[src/rtl/rv32i_types_pkg.sv]
// Shared types for the 5-stage pipeline.
//   mem_type_t  : load/store width and signedness (B, H, W, BU, HU)
//   W_SEL_*     : integer writeback source select encodings
//   F_WSEL_*    : FP writeback source select encodings
//   mem_state_t : MEM-stage bus FSM states
package rv32i_types_pkg;

  typedef enum logic [2:0] {
    MEM_B  = 3'd0,
    MEM_H  = 3'd1,
    MEM_W  = 3'd2,
    MEM_BU = 3'd4,
    MEM_HU = 3'd5
  } mem_type_t;

  localparam logic [2:0] W_SEL_LOAD = 3'd0;
  localparam logic [2:0] W_SEL_ALU  = 3'd3;
  localparam logic [2:0] W_SEL_CSR  = 3'd4;

  localparam logic [1:0] F_WSEL_FPU  = 2'd0;
  localparam logic [1:0] F_WSEL_LOAD = 2'd1;

  typedef enum logic {
    MEM_IDLE = 1'b0,
    MEM_WAIT = 1'b1
  } mem_state_t;

endpackage

[src/rtl/pipe5_mem_lane_steer.sv]
// Combinational byte-lane steering for the MEM stage.
//   mem_type   : access width/signedness (mem_type_t encoding)
//   addr_lo    : low two address bits selecting the lane
//   store_data : unaligned store source (low bits hold the value)
//   rdata      : full bus word returned by a load
//   wdata      : store data replicated across every lane of its width
//   byte_en    : byte enables for loads and stores
//   load_ext   : selected lane, sign- or zero-extended
//   aligned    : access is naturally aligned for its width
module pipe5_mem_lane_steer
  import rv32i_types_pkg::*;
#(
  parameter int XLEN = 32
) (
  input  logic [2:0]      mem_type,
  input  logic [1:0]      addr_lo,
  input  logic [XLEN-1:0] store_data,
  input  logic [XLEN-1:0] rdata,
  output logic [XLEN-1:0] wdata,
  output logic [3:0]      byte_en,
  output logic [XLEN-1:0] load_ext,
  output logic            aligned
);

  function automatic logic [31:0] sext_byte(input logic signed [7:0] b);
    return 32'(b);
  endfunction

  function automatic logic [31:0] sext_half(input logic signed [15:0] h);
    return 32'(h);
  endfunction

  logic [7:0]  byte_sel;
  logic [15:0] half_sel;

  always_comb begin
    byte_sel = rdata[{addr_lo, 3'b000} +: 8];
    half_sel = rdata[{addr_lo[1], 4'b0000} +: 16];
    wdata    = store_data;
    byte_en  = 4'b1111;
    load_ext = rdata;
    aligned  = 1'b1;
    case (mem_type)
      MEM_B, MEM_BU: begin
        wdata    = {4{store_data[7:0]}};
        byte_en  = 4'b0001 << addr_lo;
        load_ext = (mem_type == MEM_B) ? sext_byte(byte_sel) : {24'b0, byte_sel};
      end
      MEM_H, MEM_HU: begin
        wdata    = {2{store_data[15:0]}};
        byte_en  = addr_lo[1] ? 4'b1100 : 4'b0011;
        load_ext = (mem_type == MEM_H) ? sext_half(half_sel) : {16'b0, half_sel};
        aligned  = ~addr_lo[0];
      end
      // Word and any unused encoding behave as a full-word access.
      default: aligned = (addr_lo == 2'b00);
    endcase
  end

endmodule

[src/rtl/pipe5_memory_stage.sv]
// MEM stage of the 5-stage pipeline.
//   CLK, RST          : clock, synchronous active-high reset
//   ex_*              : EX/MEM register contents (control, data, memory request)
//   flush             : kill the instruction currently in MEM
//   dmem_*            : busy-handshake data bus (strobes, address, data, enables)
//   mem_stall         : hold IF..EX and EX/MEM while a bus access is pending
//   misaligned        : one-cycle pulse for a misaligned load/store
//   wb_*              : MEM/WB pipeline register feeding writeback
// A bus access that has been issued is always run to completion; a flush
// arriving while it is outstanding only suppresses the register write.
module pipe5_memory_stage
  import rv32i_types_pkg::*;
#(
  parameter int XLEN      = 32,
  parameter int RF_ADDR_W = 5
) (
  input  logic                 CLK,
  input  logic                 RST,
  input  logic                 ex_valid,
  input  logic                 ex_wen,
  input  logic                 ex_f_wen,
  input  logic [RF_ADDR_W-1:0] ex_reg_rd,
  input  logic [2:0]           ex_w_sel,
  input  logic [1:0]           ex_f_wsel,
  input  logic [XLEN-1:0]      ex_alu_out,
  input  logic [XLEN-1:0]      ex_csr_rdata,
  input  logic [XLEN-1:0]      ex_reg_file_wdata,
  input  logic [XLEN-1:0]      ex_fpu_out,
  input  logic [XLEN-1:0]      ex_f_wdata,
  input  logic                 ex_dren,
  input  logic                 ex_dwen,
  input  logic [2:0]           ex_mem_type,
  input  logic [XLEN-1:0]      ex_store_data,
  input  logic                 flush,
  output logic                 dmem_ren,
  output logic                 dmem_wen,
  output logic [XLEN-1:0]      dmem_addr,
  output logic [XLEN-1:0]      dmem_wdata,
  output logic [3:0]           dmem_byte_en,
  input  logic                 dmem_busy,
  input  logic [XLEN-1:0]      dmem_rdata,
  output logic                 mem_stall,
  output logic                 misaligned,
  output logic                 wb_wen,
  output logic                 wb_f_wen,
  output logic [RF_ADDR_W-1:0] wb_reg_rd,
  output logic [2:0]           wb_w_sel,
  output logic [1:0]           wb_f_wsel,
  output logic [XLEN-1:0]      wb_alu_port_out,
  output logic [XLEN-1:0]      wb_dload_ext,
  output logic [XLEN-1:0]      wb_csr_rdata,
  output logic [XLEN-1:0]      wb_reg_file_wdata,
  output logic [XLEN-1:0]      wb_fpu_out,
  output logic [XLEN-1:0]      wb_f_wdata
);

  mem_state_t      state;
  logic            kill;
  logic            req_ren, req_wen;
  logic [XLEN-1:0] req_addr, req_sdata;
  logic [2:0]      req_type;

  logic            in_wait;
  logic [XLEN-1:0] cur_addr, cur_sdata;
  logic [2:0]      cur_type;
  logic [XLEN-1:0] steer_wdata, load_ext;
  logic [3:0]      steer_be;
  logic            aligned;
  logic            mem_req, access, misalign_int, stall_int, bubble;

  assign in_wait = (state == MEM_WAIT);

  // While waiting, the latched request drives the bus so it stays stable
  // even if the EX/MEM contents are flushed underneath it.
  assign cur_addr  = in_wait ? req_addr  : ex_alu_out;
  assign cur_sdata = in_wait ? req_sdata : ex_store_data;
  assign cur_type  = in_wait ? req_type  : ex_mem_type;

  pipe5_mem_lane_steer #(.XLEN(XLEN)) u_steer (
    .mem_type   (cur_type),
    .addr_lo    (cur_addr[1:0]),
    .store_data (cur_sdata),
    .rdata      (dmem_rdata),
    .wdata      (steer_wdata),
    .byte_en    (steer_be),
    .load_ext   (load_ext),
    .aligned    (aligned)
  );

  assign mem_req      = ex_valid & (ex_dren | ex_dwen);
  assign access       = ~in_wait & mem_req & aligned;
  assign misalign_int = ~in_wait & mem_req & ~aligned;
  assign stall_int    = (access | in_wait) & dmem_busy;
  assign bubble       = stall_int | flush | kill | misalign_int;

  assign dmem_ren     = ~RST & ((access & ex_dren) | (in_wait & req_ren));
  assign dmem_wen     = ~RST & ((access & ex_dwen) | (in_wait & req_wen));
  assign dmem_addr    = {cur_addr[XLEN-1:2], 2'b00};
  assign dmem_wdata   = steer_wdata;
  assign dmem_byte_en = steer_be;
  assign mem_stall    = ~RST & stall_int;
  assign misaligned   = ~RST & misalign_int;

  // Bus FSM control and MEM/WB register
  always_ff @(posedge CLK) begin
    if (RST) begin
      state             <= MEM_IDLE;
      kill              <= 1'b0;
      req_ren           <= 1'b0;
      req_wen           <= 1'b0;
      wb_wen            <= 1'b0;
      wb_f_wen          <= 1'b0;
      wb_reg_rd         <= '0;
      wb_w_sel          <= '0;
      wb_f_wsel         <= '0;
      wb_alu_port_out   <= '0;
      wb_dload_ext      <= '0;
      wb_csr_rdata      <= '0;
      wb_reg_file_wdata <= '0;
      wb_fpu_out        <= '0;
      wb_f_wdata        <= '0;
    end else begin
      case (state)
        MEM_IDLE: begin
          if (access & dmem_busy) begin
            state   <= MEM_WAIT;
            kill    <= flush;
            req_ren <= ex_dren;
            req_wen <= ex_dwen;
          end
        end
        MEM_WAIT: begin
          if (!dmem_busy) begin
            state <= MEM_IDLE;
            kill  <= 1'b0;
          end else if (flush) begin
            kill <= 1'b1;
          end
        end
        default: state <= MEM_IDLE;
      endcase

      // Data fields are don't-care under a bubble; only the enables matter.
      wb_wen            <= ~bubble & ex_valid & ex_wen;
      wb_f_wen          <= ~bubble & ex_valid & ex_f_wen;
      wb_reg_rd         <= ex_reg_rd;
      wb_w_sel          <= ex_w_sel;
      wb_f_wsel         <= ex_f_wsel;
      wb_alu_port_out   <= ex_alu_out;
      wb_dload_ext      <= load_ext;
      wb_csr_rdata      <= ex_csr_rdata;
      wb_reg_file_wdata <= ex_reg_file_wdata;
      wb_fpu_out        <= ex_fpu_out;
      wb_f_wdata        <= ex_f_wdata;
    end
  end

  // Latched request payload (no reset needed: only read while waiting)
  always_ff @(posedge CLK) begin
    if (!in_wait && access && dmem_busy) begin
      req_addr  <= ex_alu_out;
      req_sdata <= ex_store_data;
      req_type  <= ex_mem_type;
    end
  end

endmodule

[config.mk]
export PLATFORM = sky130hd
export DESIGN_NAME = pipe5_memory_stage
export DESIGN_NICKNAME = d
export VERILOG_FILES = /design/src/rtl/rv32i_types_pkg.sv /design/src/rtl/pipe5_mem_lane_steer.sv /design/src/rtl/pipe5_memory_stage.sv
export SDC_FILE = /design/constraint.sdc
export NUM_CORES = 1
export LEC_CHECK = 0
export ABC_AREA = 1
export ABC_CLOCK_PERIOD_IN_PS = 2800
export CORE_AREA = 2 2 202 204
export CTS_BUF_LIST = sky130_fd_sc_hd__clkbuf_16
export DETAILED_ROUTE_END_ITERATION = 6
export DIE_AREA = 0 0 204 206
export PLACE_DENSITY = 0.63
export RECOVER_POWER = 50
export SETUP_SLACK_MARGIN = 0.15
export SYNTH_ARGS = -nofsm -noshare
export SYNTH_HDL_FRONTEND = slang
export SYNTH_SLANG_ARGS = --single-unit
[constraint.sdc]
create_clock -name CLK -period 2.8 [get_ports CLK]
set_input_delay 0.56 -clock CLK [delete_from_list [all_inputs] [get_ports CLK]]
set_output_delay 0.56 -clock CLK [all_outputs]
set_load 0.01 [all_outputs]
## Word-level counts from Yosys, hierarchy flattened

Index checks and enable logic that the tools add are counted.

| storage, ports and cells | value |
|---|---|
| word-level logic and storage cells | 81 |
| output and inout port bits | 276 |
| register bits after elaboration | 275 |
| bits of input ports | 246 |

| cells by class | value |
|---|---|
| reductions and logical operators | 9 |
| eq/ne operators | 5 |
| mux-type cells | 17 |
| shift-type cells | 3 |
| bitwise gates (word level) | 29 |

Operator list:

| kind | count |
|---|---|
| 32-bit 2-to-1 mux | 4 |
| 32-bit case mux with 2 select lines | 2 |
| 32-bit by 6-bit variable part select with 16-bit output | 1 |
| 32-bit by 6-bit variable part select with 8-bit output | 1 |
| 1-bit AND | 17 |
| 4-bit case mux with 2 select lines | 1 |
| 1-bit OR | 7 |
| 3-bit == test (second input constant) | 2 |
| 1-bit case mux with 2 select lines | 3 |
| 1-bit 2-to-1 mux | 5 |
| 1-bit inverter | 5 |
| 4-bit 2-to-1 mux | 1 |
| 2-bit AND reduction | 2 |
| 2-bit OR reduction | 2 |
| 1-bit by 2-bit left shift with 4-bit output (first input constant) | 1 |
| 3-bit by 1-bit == test with 1-bit output (second input constant) | 1 |
| 3-bit logical NOT | 1 |
| 3-bit 2-to-1 mux | 1 |
| 3-bit inequality test (second input constant) | 1 |
| 1-bit logical AND | 2 |
| 2-bit logical NOT | 1 |
| 2-bit by 1-bit inequality test with 1-bit output (second input constant) | 1 |
| 1-bit logical NOT | 1 |

## Logic depth before layout (Yosys ltp)

| logic depth | value |
|---|---|
| depth in word-level cells | 13 |
| depth in mapped cells | 12 |
| mapped depth without buffers | 12 |

## Cells and area by module

A second synthesis with hierarchy kept.

| unflattened totals | value |
|---|---|
| cells, all modules | 1195 |
| area, all modules | 10148.5 um^2 |

Modules (own cells, without submodules):

| module | seq. area each (um^2) | instances | area each (um^2) | cells an instance |
|---|---|---|---|---|
| pipe5_memory_stage | 6175.9 | 1 | 8979.9 | 961 |
| pipe5_mem_lane_steer | 0.0 | 1 | 1168.6 | 234 |

## Worst setup path before layout

No wires, ideal clock.

| timing | value |
|---|---|
| path kind | input -> register |
| from | in ex_mem_type[1] |
| to | reg req_addr[0] (enable) |
| arrival time | 2520 ps |
| stages on the path | 7 |
| path slack | -141 ps |
| required time | 2379 ps |
| library setup time | 421 ps |
| path buffers | 0 |
| path through | nand2_2 > nand2_2 > inv_4 > nand2_2 > nand2_1 > nand3_2 > inv_1 |

| between the ends | value |
|---|---|
| cells in the longest elaborated chain, start to end | 7 |
| elaborated cells on any way between the ends | 11 |
| those cells by class | 3 x eq/ne; 2 x mux; 1 x bitwise; 5 x reduce/logical |

RTL lines:

| element | line | RTL |
|---|---|---|
| from (decl) | pipe5_memory_stage.sv:32 | `input logic [2:0] ex_mem_type,` |
| 3-bit 2-to-1 mux (*) | pipe5_memory_stage.sv:77 | `assign cur_type = in_wait ? req_type : ex_mem_type;` |
| 3-bit == test (tied with other cells) | pipe5_mem_lane_steer.sv:43 | `case (mem_type)` |
| 2-bit OR reduction | pipe5_mem_lane_steer.sv:43 |  |
| 1-bit case mux with 2 select lines (*) | pipe5_mem_lane_steer.sv:43 |  |
| 1-bit AND (*) | pipe5_memory_stage.sv:91 | `assign access = ~in_wait & mem_req & aligned;` |
| 1-bit logical AND (*) (2 in a row) | pipe5_memory_stage.sv:160 | `if (!in_wait && access && dmem_busy) begin` |
| to (signal assigned) | pipe5_memory_stage.sv:161 | `req_addr <= ex_alu_out;` |
| to (decl) | pipe5_memory_stage.sv:60 | `logic [XLEN-1:0] req_addr, req_sdata;` |

Mark *: on every way between the ends. The rest lies on a longest branch, timed or not.
A chain may end at the register's enable or synchronous reset.

## Worst setup path after layout

| timing | value |
|---|---|
| from | reg state, in the netlist in_wait |
| to | out dmem_wdata[10] |

| between the ends | value |
|---|---|
| cells in the longest elaborated chain, start to end | 4 |
| elaborated cells on any way between the ends | 9 |
| those cells by class | 3 x eq/ne; 3 x mux; 3 x reduce/logical |

RTL lines:

| element | line | RTL |
|---|---|---|
| from (decl) | pipe5_memory_stage.sv:57 | `mem_state_t state;` |
| from (signal assigned) | pipe5_memory_stage.sv:107 | `state <= MEM_IDLE;` |
| from (signal assigned) | pipe5_memory_stage.sv:126 | `state <= MEM_WAIT;` |
| from (signal assigned) | pipe5_memory_stage.sv:134 | `state <= MEM_IDLE;` |
| 3-bit 2-to-1 mux | pipe5_memory_stage.sv:77 |  |
| 3-bit == test (tied with other cells) | pipe5_mem_lane_steer.sv:43 |  |
| 2-bit OR reduction | pipe5_mem_lane_steer.sv:43 |  |
| 32-bit case mux with 2 select lines (*) | pipe5_mem_lane_steer.sv:43 |  |
| to (decl) | pipe5_memory_stage.sv:38 | `output logic [XLEN-1:0] dmem_wdata,` |

Marks and branches as above.

==> flow_results.xml <==
<?xml version="1.0" encoding="UTF-8"?>
<metrics>
  <group name="worst_setup_path">
    <metric name="critical_path.endpoint" unit="">dmem_wdata[10]</metric>
    <metric name="nature_of_the_critical_path_endpoint" unit="">output pin</metric>
    <metric name="crit_chain" unit="">buf_8, buf_16, mux2i_4, o21ai_0, buf_4, dlygate4sd2_1</metric>
    <metric name="cpMaxStageDelayCell" unit="">sky130_fd_sc_hd__dfxtp_4</metric>
    <metric name="r2r_setup_slack" unit="ns">0.63</metric>
    <metric name="worst_path_largest_cell_delay" unit="ns">0.42</metric>
    <metric name="rr_startpoint" unit="">in_wait</metric>
    <metric name="worstRegToRegCells" unit="">11</metric>
    <metric name="arrival" unit="ns">2.12</metric>
    <metric name="setup.worst_path.start_class" unit="">flop</metric>
    <metric name="worst-endpoint-required" unit="ns">2.24</metric>
    <metric name="critical_path.reg2reg.endpoint" unit="">req_addr[30]</metric>
    <metric name="worst-setup-path-type" unit="">flop to output pin</metric>
    <metric name="cp_max_fo" unit="">12</metric>
    <metric name="critical_path.startpoint" unit="">in_wait</metric>
  </group>
  <group name="floorplan">
    <metric name="placement_rows" unit="">74</metric>
    <metric name="fp.dieArea" unit="um^2">42000</metric>
    <metric name="area_of_the_placeable_core" unit="um^2">40200</metric>
    <metric name="die_h" unit="um">206</metric>
    <metric name="initial_utilization" unit="%">24.1</metric>
    <metric name="ios" unit="">522</metric>
    <metric name="die_x" unit="um">204</metric>
  </group>
  <group name="synth">
    <metric name="post_synth_and_or_nand_nor_area_fraction" unit="%">18.4</metric>
    <metric name="ys.warnings.count" unit="">0</metric>
    <metric name="yosys.area_share.xor_xnor" unit="%">0</metric>
    <metric name="netlist_area" unit="um^2">9660</metric>
    <metric name="synth_top_area_share" unit="%">43.1</metric>
    <metric name="synth_cells" unit="">1106</metric>
    <metric name="synth-adder-area-share" unit="%">0</metric>
    <metric name="synth_mux_area_share" unit="%">0.725</metric>
    <metric name="dominant_cells_by_area_after_synthesis" unit="">sky130_fd_sc_hd__dfxtp_1, sky130_fd_sc_hd__edfxtp_1, sky130_fd_sc_hd__nand2_1</metric>
    <metric name="synthDistinctLibCells" unit="">33</metric>
    <metric name="yosysTopAreaCell" unit="">sky130_fd_sc_hd__dfxtp_1</metric>
    <metric name="synth-seq-area-share" unit="%">63.9</metric>
    <metric name="synthesis.area_per_instance" unit="um^2">8.74</metric>
    <metric name="synth_compound_gate_area_share" unit="%">5.98</metric>
    <metric name="postSynthRegisterBits" unit="">275</metric>
    <metric name="synth_top_family_by_area" unit="">simple AND/OR/NAND/NOR gates</metric>
  </group>
  <group name="drt">
    <metric name="wire_per_inst" unit="um">15.5</metric>
    <metric name="drt_pre_antenna_iters" unit="">5</metric>
    <metric name="avgViaCountPerCell" unit="">4.09</metric>
    <metric name="route.detailed.drc" unit="">0</metric>
    <metric name="routed-via-count" unit="">9097</metric>
    <metric name="postRouteAntennaNets" unit="">0</metric>
    <metric name="finalWirelength" unit="um">34500</metric>
    <metric name="drt_iter0_markers" unit="">447</metric>
  </group>
  <group name="pwr">
    <metric name="power_density" unit="nW/um^2">572</metric>
    <metric name="vdd_ir_drop_max" unit="mV">0.457</metric>
    <metric name="power.leakage" unit="nW">7.71</metric>
    <metric name="total_power" unit="mW">9.74</metric>
  </group>
  <group name="finish">
    <metric name="areaGrowthSynthToFinish" unit="%">76.1</metric>
    <metric name="post_route_cells_drive_above_1_share" unit="%">10.7</metric>
    <metric name="layout.nets" unit="">1914</metric>
    <metric name="core_util_final" unit="%">42.3</metric>
    <metric name="filler_cell_count" unit="">3945</metric>
  </group>
  <group name="global_route">
    <metric name="grt_overflow" unit="">0</metric>
    <metric name="grt_util_all_layers" unit="%">15.6</metric>
    <metric name="grt_first_pass_wirelength" unit="um">51100</metric>
    <metric name="antenna_found_initial" unit="">2</metric>
    <metric name="grt_max_degree" unit="">150</metric>
    <metric name="via_count_of_the_first_global_routing_pass" unit="">9023</metric>
  </group>
  <group name="flow_run">
    <metric name="drv.max_cap_violation_count" unit="">1</metric>
  </group>
  <group name="placed_design">
    <metric name="place.detailed.hpwl" unit="um">25700</metric>
    <metric name="placement.io_buffers" unit="">519</metric>
    <metric name="gp_congestion" unit="">0.912</metric>
  </group>
  <group name="cts">
    <metric name="clockBufferDepth" unit="">3</metric>
    <metric name="cts_max_level" unit="">1</metric>
    <metric name="clk_latency" unit="ns">0.58</metric>
    <metric name="cts_inserted_buffers" unit="">31</metric>
    <metric name="cts_tree" unit="">yes</metric>
    <metric name="clk_pin_slew_worst_paths" unit="ns">0.06</metric>
    <metric name="numClockSinks" unit="">275</metric>
    <metric name="cts-hold-fix-buffers" unit="">0</metric>
    <metric name="clk_root_buffer_cell" unit="">sky130_fd_sc_hd__clkbuf_16</metric>
  </group>
  <group name="sta">
    <metric name="setup_viol_count_final" unit="">0</metric>
    <metric name="relSlewSlack" unit="%">-14.4</metric>
    <metric name="report.final.slew_viol_count" unit="">150</metric>
    <metric name="worst_pin_slew" unit="ns">1.72</metric>
    <metric name="min_period" unit="ns">2.68</metric>
    <metric name="finalClockSkew" unit="ns">0.0146</metric>
    <metric name="fmaxAchievable" unit="MHz">374</metric>
    <metric name="rsz0062_at_grt" unit="">yes</metric>
    <metric name="finalCritPeriodShare" unit="%">95.6</metric>
    <metric name="hold_violations" unit="">0</metric>
  </group>
  <group name="worst_hold_path">
    <metric name="min-delay-path-class" unit="">input pin to flop</metric>
  </group>
  <group name="outcome">
    <metric name="failed_checks" unit="">max-capacitance violations, max-slew violations</metric>
    <metric name="outcome" unit="">complete, but fails checks</metric>
  </group>
</metrics>
==> worst min path at each step <==
| stage | from | slack (ns) | cells past startpoint | endpoint |
|---|---|---|---|---|
| finish | RST | 0.32 | 2 | req_ren |
| global route | RST | 0.31 | 2 | req_ren |
| CTS | RST | 0.30 | 2 | req_ren |
| detailed placement | req_wen | 0.53 | 4 | req_wen |
| global placement | req_ren | 0.52 | 4 | req_ren |
| floorplan | req_ren | 0.51 | 4 | req_ren |
==> cell usage after synthesis, drive strengths merged <==
master,number
a31oi,13
o211ai,1
clkinv,2
inv,215
buf,17
conb,1
nor2,197
o21ai,69
dfxtp,208
mux2i,7
nand2,219
nand3,30
nand4,1
o21bai,1
nor3,3
clkbuf,35
o221ai,8
a21oi,11
a21boi,1
edfxtp,67
==> metal layers <==
metal	up-vias	routed length, um	GRT usage [%]
met5	-	13	0
met4	2	844	4.74
met3	54	3200	5.23
met2	395	17000	27.5
met1	4177	13400	17.8
li1	4469	-	-
==> placed cells by master, fill, tap and decap left out, types with 3 or more instances in the layout <==
| cell | netlist | layout |
|---|---|---|
| sky130_fd_sc_hd__nand3_1 | 27 | 27 |
| sky130_fd_sc_hd__buf_6 | 3 | 12 |
| sky130_fd_sc_hd__clkinv_1 | 1 | 5 |
| sky130_fd_sc_hd__buf_4 | 4 | 34 |
| sky130_fd_sc_hd__a21oi_1 | 11 | 9 |
| sky130_fd_sc_hd__dlymetal6s2s_1 | 0 | 6 |
| sky130_fd_sc_hd__nand2_2 | 5 | 14 |
| sky130_fd_sc_hd__buf_2 | 6 | 13 |
| sky130_fd_sc_hd__o21ai_0 | 66 | 61 |
| sky130_fd_sc_hd__inv_2 | 2 | 5 |
| sky130_fd_sc_hd__inv_1 | 212 | 217 |
| sky130_fd_sc_hd__edfxtp_1 | 67 | 67 |
| sky130_fd_sc_hd__buf_12 | 0 | 4 |
| sky130_fd_sc_hd__nand2_8 | 0 | 3 |
| sky130_fd_sc_hd__dfxtp_1 | 208 | 207 |
| sky130_fd_sc_hd__o21ai_2 | 1 | 5 |
| sky130_fd_sc_hd__dlygate4sd2_1 | 0 | 39 |
| sky130_fd_sc_hd__a31oi_1 | 13 | 13 |
| sky130_fd_sc_hd__nand2_1 | 214 | 200 |
| sky130_fd_sc_hd__buf_16 | 0 | 4 |
| sky130_fd_sc_hd__mux2i_2 | 0 | 3 |
| sky130_fd_sc_hd__o221ai_2 | 0 | 4 |
| sky130_fd_sc_hd__clkinv_2 | 1 | 4 |
| sky130_fd_sc_hd__clkbuf_2 | 0 | 10 |
| sky130_fd_sc_hd__dlygate4sd3_1 | 0 | 82 |
| sky130_fd_sc_hd__o221ai_1 | 8 | 4 |
| sky130_fd_sc_hd__clkinvlp_4 | 0 | 3 |
| sky130_fd_sc_hd__clkbuf_16 | 0 | 33 |
| sky130_fd_sc_hd__nor2_1 | 195 | 195 |
| sky130_fd_sc_hd__mux2i_1 | 7 | 3 |
| sky130_fd_sc_hd__clkdlybuf4s50_1 | 0 | 365 |
| sky130_fd_sc_hd__buf_8 | 0 | 4 |
==> logic make-up (layout without fill, tap and decap cells) <==
family	after synthesis	in the layout
simple gates	450	450
flops	275	275
buf+inv	269	853
compound gates	104	104
mux	7	7
other cells	1	3
==> worst max-delay path, delay by kind of cell (launching register included) <==
family	cells	cell delay, ns
mux	1	0.25
compound gates	1	0.11
flops	1	0.42
buf+inv	4	0.76
==> cell type report <==
type	count	area, um^2	area share, %
Antenna cell	1	2.50	0.0147
Clock buffer	32	801	4.71
Inverter	217	845	4.96
Multi-Input combinational cell	563	2630	15.5
Sequential cell	275	6180	36.3
Timing Repair Buffer	580	5770	33.9
Clock inverter	24	128	0.750
Tap cell	532	666	3.91
==> power breakdown <==
group	switching, mW	internal, mW
combinational	0.782	0.914
clock	1.63	2.06
sequential	0.0581	4.28
==> stage by stage <==
step,worst slack (ns),cells,hold slack [ns],area [um^2],setup TNS [ns]
finish,0.123,2224,0.324,17000,0
global route,0.000516,2223,0.309,17000,0
CTS,0.0674,2216,0.301,16900,0
detailed placement,-0.318,2146,0.531,15700,-7.67
global placement,-0.277,2146,0.524,15700,-5.55
floorplan,0.246,1107,0.506,9670,0
==> state kept, by name, indices dropped and copies added, names as in the netlist <==
register           flops
wb_dload_ext          32
wb_csr_rdata          32
kill                   1
req_addr              32
req_wen                1
wb_reg_rd              5
req_ren                1
wb_f_wen               1
req_type               3
wb_fpu_out            32
wb_wen                 1
wb_reg_file_wdata     32
wb_f_wsel              2
wb_w_sel               3
wb_f_wdata            32
req_sdata             32
in_wait                1
wb_alu_port_out       32
==> what timing repair did <==
item / 4_1_cts / 5_1_grt
setup buffers: 9 / 6
endpoints found under the setup margin: 70 / 35
resized for setup: 170 / 44
pin swaps: 5 / 3
cloned: 5 / 1
Power figures use the tool's default switching activity.
